<file path="src/rtl/aes_mode_ctrl.sv">
// rtl/aes_mode_ctrl.sv - APB block-chaining front end (ECB/CBC, CTR when AES_CTR_MODE_EN) for an external AES core
module aes_mode_ctrl #(
  parameter int PINDEX  = 0,
  parameter int NAPBSLV = 8,
  parameter int CTR_W   = 32,
  parameter int TIMEOUT = 1024
) (
  input  logic               vclk,
  input  logic               vrst,
  input  logic [NAPBSLV-1:0] vpsel,
  input  logic               vpenable,
  input  logic [31:0]        vpaddr,
  input  logic               vpwrite,
  input  logic [31:0]        vpwdata,
  output logic [31:0]        vprdata,
  output logic               irq,
  output logic               core_ld,
  output logic [127:0]       core_key,
  output logic [127:0]       core_text_in,
  input  logic [127:0]       core_text_out,
  input  logic               core_done
);

  localparam int WD_W = $clog2(TIMEOUT);

  typedef enum logic [1:0] {S_IDLE, S_LOAD, S_WAIT} state_t;

  state_t            state_q;
  logic [127:0]      key_q, din_q, iv_q, dout_q;
  logic [127:0]      core_text_in_q;
  logic              core_ld_q;
  logic [1:0]        mode_q;
  logic              irq_en_q, done_q, err_q, tmo_q, irq_q;
  logic [31:0]       blkcnt_q;
  logic [WD_W-1:0]   wdog_q;

  logic              irq_en_d, done_d, err_d, tmo_d, irq_d;
  logic [5:0]        idx;
  logic              wr, busy, start_req, start_ok, start_bad, cfg_drop, fin, tmo_evt, w1c;
  logic [127:0]      ld_text, res_dout, res_iv;
  logic              unused_apb;

  function automatic logic [127:0] put_word(input logic [127:0] v, input logic [1:0] i,
                                            input logic [31:0] w);
    logic [127:0] r;
    r = v;
    case (i)
      2'd0:    r[127:96] = w;
      2'd1:    r[95:64]  = w;
      2'd2:    r[63:32]  = w;
      default: r[31:0]   = w;
    endcase
    return r;
  endfunction

  function automatic logic [31:0] get_word(input logic [127:0] v, input logic [1:0] i);
    case (i)
      2'd0:    return v[127:96];
      2'd1:    return v[95:64];
      2'd2:    return v[63:32];
      default: return v[31:0];
    endcase
  endfunction

  function automatic logic mode_legal(input logic [1:0] m);
    case (m)
      2'b00, 2'b01: return 1'b1;
`ifdef AES_CTR_MODE_EN
      2'b10:        return 1'b1;
`endif
      default:      return 1'b0;
    endcase
  endfunction

`ifdef AES_CTR_MODE_EN
  function automatic logic [127:0] ctr_inc(input logic [127:0] v);
    logic [127:0] r;
    r = v;
    r[CTR_W-1:0] = v[CTR_W-1:0] + CTR_W'(1);
    return r;
  endfunction
`endif

  assign idx          = vpaddr[7:2];
  assign unused_apb   = ^{vpaddr[31:8], vpaddr[1:0], vpsel};
  assign core_key     = key_q;
  assign core_ld      = core_ld_q;
  assign core_text_in = core_text_in_q;
  assign irq          = irq_q;

  // Bus decode and status next-state; a set in the same cycle as a W1C clear wins
  always_comb begin
    wr        = vpsel[PINDEX] & vpenable & vpwrite;
    busy      = (state_q != S_IDLE);
    start_req = wr & (idx == 6'd16) & vpwdata[0];
    start_ok  = start_req & ~busy & mode_legal(vpwdata[2:1]);
    start_bad = start_req & ~busy & ~mode_legal(vpwdata[2:1]);
    cfg_drop  = wr & busy & ((idx < 6'd12) | (idx == 6'd16));
    fin       = (state_q == S_WAIT) & core_done;
    tmo_evt   = (state_q == S_WAIT) & ~core_done & (wdog_q == WD_W'(TIMEOUT - 1));
    w1c       = wr & (idx == 6'd17);
    done_d    = fin | (done_q & ~(w1c & vpwdata[1]) & ~start_ok);
    err_d     = cfg_drop | start_bad | tmo_evt | (err_q & ~(w1c & vpwdata[2]));
    tmo_d     = tmo_evt | (tmo_q & ~(w1c & vpwdata[3]));
    irq_en_d  = (wr & ~busy & (idx == 6'd16)) ? vpwdata[3] : irq_en_q;
    irq_d     = irq_en_d & (done_d | err_d);
  end

  // Core input selection at start and result post-processing per chaining mode
  always_comb begin
    ld_text  = din_q;
    res_dout = core_text_out;
    res_iv   = iv_q;
    case (vpwdata[2:1])
      2'b01:   ld_text = din_q ^ iv_q;
`ifdef AES_CTR_MODE_EN
      2'b10:   ld_text = iv_q;
`endif
      default: ld_text = din_q;
    endcase
    case (mode_q)
      2'b01:   res_iv = core_text_out;
`ifdef AES_CTR_MODE_EN
      2'b10: begin
        res_dout = core_text_out ^ din_q;
        res_iv   = ctr_inc(iv_q);
      end
`endif
      default: res_iv = iv_q;
    endcase
  end

  // Combinational register read-back, independent of select
  always_comb begin
    vprdata = 32'd0;
    case (idx[5:2])
      4'd0: vprdata = get_word(key_q, idx[1:0]);
      4'd1: vprdata = get_word(din_q, idx[1:0]);
      4'd2: vprdata = get_word(iv_q, idx[1:0]);
      4'd3: vprdata = get_word(dout_q, idx[1:0]);
      4'd4: begin
        case (idx[1:0])
          2'd0:    vprdata = {28'd0, irq_en_q, mode_q, 1'b0};
          2'd1:    vprdata = {28'd0, tmo_q, err_q, done_q, busy};
          2'd2:    vprdata = blkcnt_q;
          default: vprdata = 32'd0;
        endcase
      end
      default: vprdata = 32'd0;
    endcase
  end

  // Register banks, status and the load/wait sequencer with watchdog
  always_ff @(posedge vclk) begin
    if (vrst) begin
      state_q        <= S_IDLE;
      key_q          <= '0;
      din_q          <= '0;
      iv_q           <= '0;
      dout_q         <= '0;
      core_text_in_q <= '0;
      core_ld_q      <= 1'b0;
      mode_q         <= 2'b00;
      irq_en_q       <= 1'b0;
      done_q         <= 1'b0;
      err_q          <= 1'b0;
      tmo_q          <= 1'b0;
      irq_q          <= 1'b0;
      blkcnt_q       <= '0;
      wdog_q         <= '0;
    end else begin
      done_q   <= done_d;
      err_q    <= err_d;
      tmo_q    <= tmo_d;
      irq_en_q <= irq_en_d;
      irq_q    <= irq_d;
      if (wr && !busy) begin
        case (idx[5:2])
          4'd0: key_q <= put_word(key_q, idx[1:0], vpwdata);
          4'd1: din_q <= put_word(din_q, idx[1:0], vpwdata);
          4'd2: iv_q  <= put_word(iv_q, idx[1:0], vpwdata);
          4'd4: if (idx[1:0] == 2'd0) mode_q <= vpwdata[2:1];
          default: ;
        endcase
      end
      case (state_q)
        S_IDLE: begin
          core_ld_q <= 1'b0;
          if (start_ok) begin
            state_q        <= S_LOAD;
            core_ld_q      <= 1'b1;
            core_text_in_q <= ld_text;
          end
        end
        S_LOAD: begin
          core_ld_q <= 1'b0;
          wdog_q    <= '0;
          state_q   <= S_WAIT;
        end
        S_WAIT: begin
          if (core_done) begin
            dout_q   <= res_dout;
            iv_q     <= res_iv;
            blkcnt_q <= blkcnt_q + 32'd1;
            state_q  <= S_IDLE;
          end else if (wdog_q == WD_W'(TIMEOUT - 1)) begin
            state_q <= S_IDLE;
          end else begin
            wdog_q <= wdog_q + WD_W'(1);
          end
        end
        default: begin
          core_ld_q <= 1'b0;
          state_q   <= S_IDLE;
        end
      endcase
    end
  end

endmodule

</file>
<file path="config.mk">
export PLATFORM = sky130hd
export DESIGN_NAME = aes_mode_ctrl
export DESIGN_NICKNAME = d
export VERILOG_FILES = /design/src/rtl/aes_mode_ctrl.sv
export SDC_FILE = /design/constraint.sdc
export NUM_CORES = 2
export LEC_CHECK = 0
export ABC_AREA = 1
export BUFFER_PORTS_ARGS = -buffer_cell sky130_fd_sc_hd__clkbuf_2
export CAP_MARGIN = 15
export CORE_UTILIZATION = 38
export CTS_CLUSTER_DIAMETER = 200
export DETAILED_ROUTE_END_ITERATION = 16
export GPL_TIMING_DRIVEN = 0
export PLACE_DENSITY = 0.54
export SYNTH_ARGS = -nofsm -noshare
export SYNTH_HDL_FRONTEND = slang
export SYNTH_SLANG_ARGS = --single-unit
</file>
<file path="constraint.sdc">
create_clock -name vclk -period 3.75 [get_ports vclk]
set_input_delay 0.75 -clock vclk [delete_from_list [all_inputs] [get_ports vclk]]
set_output_delay 0.75 -clock vclk [all_outputs]
set_load 0.05 [all_outputs]
</file>
==> results.yml <==
detailed_routing:
  dr.pass1.iters: 6
  num_vias: 36850
  wirelength_mm: 201.0
  wl_per_cell_um: 32.25
  drc_errors: 0
  drt_iter0_markers: 5186
  viasPerCell: 5.914
  antenna_left: 0
timing:
  slew-limit-headroom: 0.2233
  fin_hold_ws_ns: 0.3738
  setup_ws_ns: -0.2294
  rsz0062_at_grt: "true"
  min_period_ns: 3.979
  worstMarginPinSlew_ns: 1.165
  fin_crit_sh: 1.061
  fmax_mhz: 251.3
  finalSetupViolations: 15
  skew_ns: 0.02463
  finalHoldViolCount: 0
  fin_setup_tns_ns: -0.7561
  slew_viol_final: 0
die:
  start_util: 0.3837
  rows: 105
  fp.dieH_um: 289.7
  boundaryPins: 495
  dieWidth_um: 289.7
  core_area_um2: 81980
  die_area_um2: 83920
cts:
  cts_max_level: 3
  path_clk_slew_ns: 0.06
  clock-root-buffer: "clkbuf_16"
  clk_latency_ns: 0.66
  clock_sinks: 692
  cts_made_buffers: 81
  cts_hold_buf: 0
  cts.path.max_buffers: 3
  cts_tree: "built"
synthesis:
  syn_area_um2: 31450
  synthDistinctLibCells: 39
  synth_nets: 4755
  syn_area_per_cell_um2: 6.915
  seq_area_frac_synth: 0.4405
  yosysWarnings: 0
  synth_cells: 4548
  ys_ff_latch: 692
worst_setup_path:
  startpoint_type: "primary input"
  path_buf_inv: 5
  worstSetupPathType: "primary input to output pin"
  r2r-end: "core_text_in[87]$_SDFFE_PP0P_"
  max_stage_delay_ns: 0.41
  r2r_cells: 8
  crit_fanout: 10
  crit_chain: "buf_4 -> nand2_2 -> inv_2 -> buf_4 -> clkbuf_4 -> nand2_1 -> nand4_1 -> a22oi_2 -> nand4_1 -> buf_2"
  endpoint_kind: "output pin"
  cp_slowest_cell: "nand4_1"
  r2r_start: "state_q[1]$_SDFFE_PP0P_"
  required_ns: 3.00
  critPathTopFamily: "buffers and inverters"
  cp.arrival_ns: 3.23
  r2r_slack_ns: 0.82
min_path:
  hp-start: "core_text_out[44]"
  whs_endpoint: "dout_q[44]$_SDFFE_PP0P_"
  holdCritPathClass: "primary input to register"
  min_delay_path_depth: 3
place:
  dpl-instance-area_um2: 35150
  placed_cells: 6079
  dpl.hpwl_mm: 161.3
  place_ws_ns: -1.141
  io_buffers: 458
  gp_congestion: 1.105
power:
  power_mw: 16.50
  seqPwrFrac: 0.447
  internal-power_mw: 12.21
  leakage_nw: 15.02
  p_per_area_nw_per_um2: 430.5
  p_sw_mw: 4.287
  ir_worst_vdd_uv: 371.3
  pwr-share-comb: 0.061
  p_clk_frac: 0.492
  netSwitchingFraction: 0.2599
layout:
  seq_area_um2: 13850
  nFillCells: 8852
  multi_input_area_um2: 15800
  design_area_um2: 38330
  fin_cells: 6232
  drive_gt1_frac: 0.1593
  fin_util: 0.4675
  final_nets: 5306
  area_growth_pct: 21.86
global_routing:
  grt_overflow_total: 0
  antenna_found_initial: 5
  track_usage: 0.4625
  grt_pass1_wl_mm: 264.1
  first_global_vias: 33310
  grt_start_max_net_pins: 13
flow_run:
  cap_violations: 0
outcome:
  failed_checks: "setup timing"
  status: "finished with violations"
==> logic make-up after synthesis <==
family | Yosys count | share of synthesized area
adders and majority gates | 2 | 0.0007955
AOI/OAI and AO/OA | 1260 | 0.2049
xor gates and xnor gates | 134 | 0.03732
and+or+nand+nor | 1993 | 0.2534
DFF | 692 | 0.4405
buffers and inverters | 467 | 0.06317
==> cell type report <==
class / instances / area share
diodes: 3 / 0.0001959
multi-input cells: 3389 / 0.4123
repair buffers: 469 / 0.06520
clock inverters: 30 / 0.008684
inverters: 152 / 0.01489
well taps: 1070 / 0.03493
plain buffers: 314 / 0.04211
flip-flops and latches: 692 / 0.3615
clock buffers: 113 / 0.06020
==> per-layer routing <==
layer,global-route usage,part of all wire,vias up
li1,-,-,16080
met1,0.5966,0.39,17600
met5,0,0.00013,-
met4,0.3237,0.081,4
met3,0.1192,0.11,590
met2,0.6713,0.41,2585
==> power by group through the flow <==
stage | registers, mW | logic (mW) | clock network, mW
2_1_floorplan | 7.54 | 0.339 | 0
3_3_place_gp | 7.54 | 0.897 | 0
3_5_place_dp | 7.54 | 0.905 | 0
4_1_cts | 7.38 | 0.943 | 8.08
5_1_grt | 7.37 | 0.988 | 8.38
6_report | 7.38 | 1.00 | 8.12
==> how the worst max path moves through the flow <==
stage | startpoint | to | slack [ns] | depth (start not counted)
final | vpaddr[3] | vprdata[25] | -0.23 | 10
after floorplan | vpaddr[2] | vprdata[31] | 0.14 | 9
after global placement | vpaddr[2] | vprdata[9] | -1.14 | 10
after detailed placement | vpaddr[3] | vprdata[28] | -1.14 | 12
after CTS | vpaddr[6] | vprdata[28] | 0.003 | 10
after global routing | vpaddr[3] | vprdata[25] | -0.03 | 10
==> what timing repair did <==
item / in CTS / in global routing
buffers inserted: 8 / 0
endpoints found under the setup margin: 32 / 26
pin swaps: 6 / 6
resized for setup: 149 / 39
==> cells in the mapped netlist (all sizes together) <==
library cell  count  area (µm²)
a221oi            1       8.760
ha                2       25.02
xnor2           130        1139
o221ai            1       8.760
a31oi             1       6.260
a21oi           659        3298
a22oi             5       37.54
nand4            88       550.5
dfxtp           692       13850
o21ai           557        2799
clkbuf          186       698.2
nor3b             4       30.03
o211ai           21       157.7
o2111ai          11       96.34
xor2              4       35.03
nand2          1344        5055
buf             129       718.2
nand3b            5       37.54
nor3              8       51.30
nor2            474        1872
clkinv            8       30.03
inv             144       540.5
nand3            70       372.9
a211oi            1       7.510
o21ba             1       10.01
o21a              1       7.510
o22ai             1       6.260
==> state kept, by name, indices dropped and copies added, names as in the netlist, 2 cells and up <==
register      count
state_q           2
core_text_in    128
core_key        128
wdog_q           10
iv_q            128
din_q           128
dout_q          128
blkcnt_q         32
mode_q            2
==> placed cells by master, fill, tap and decap left out, drive strengths merged, types with 70 or more instances in the layout <==
cell type	netlist	final
dfxtp	692	692
o21ai	557	557
clkbuf	186	755
inv	144	148
nand2	1344	1344
xnor2	130	130
nand3	70	70
buf	129	141
a21oi	659	659
nand4	88	88
nor2	474	474
==> worst register-to-register path, stage by stage, from the launching register on <==
cell	delay [ns]
dfxtp_1	0.37
nor2_2	0.35
nand3_4	0.28
nor2_4	0.34
nand3_2	0.25
buf_6	0.26
clkbuf_1	0.31
o21ai_0	0.57
nor2_1	0.07
No activity file was read; power rests on OpenSTA's default activity.
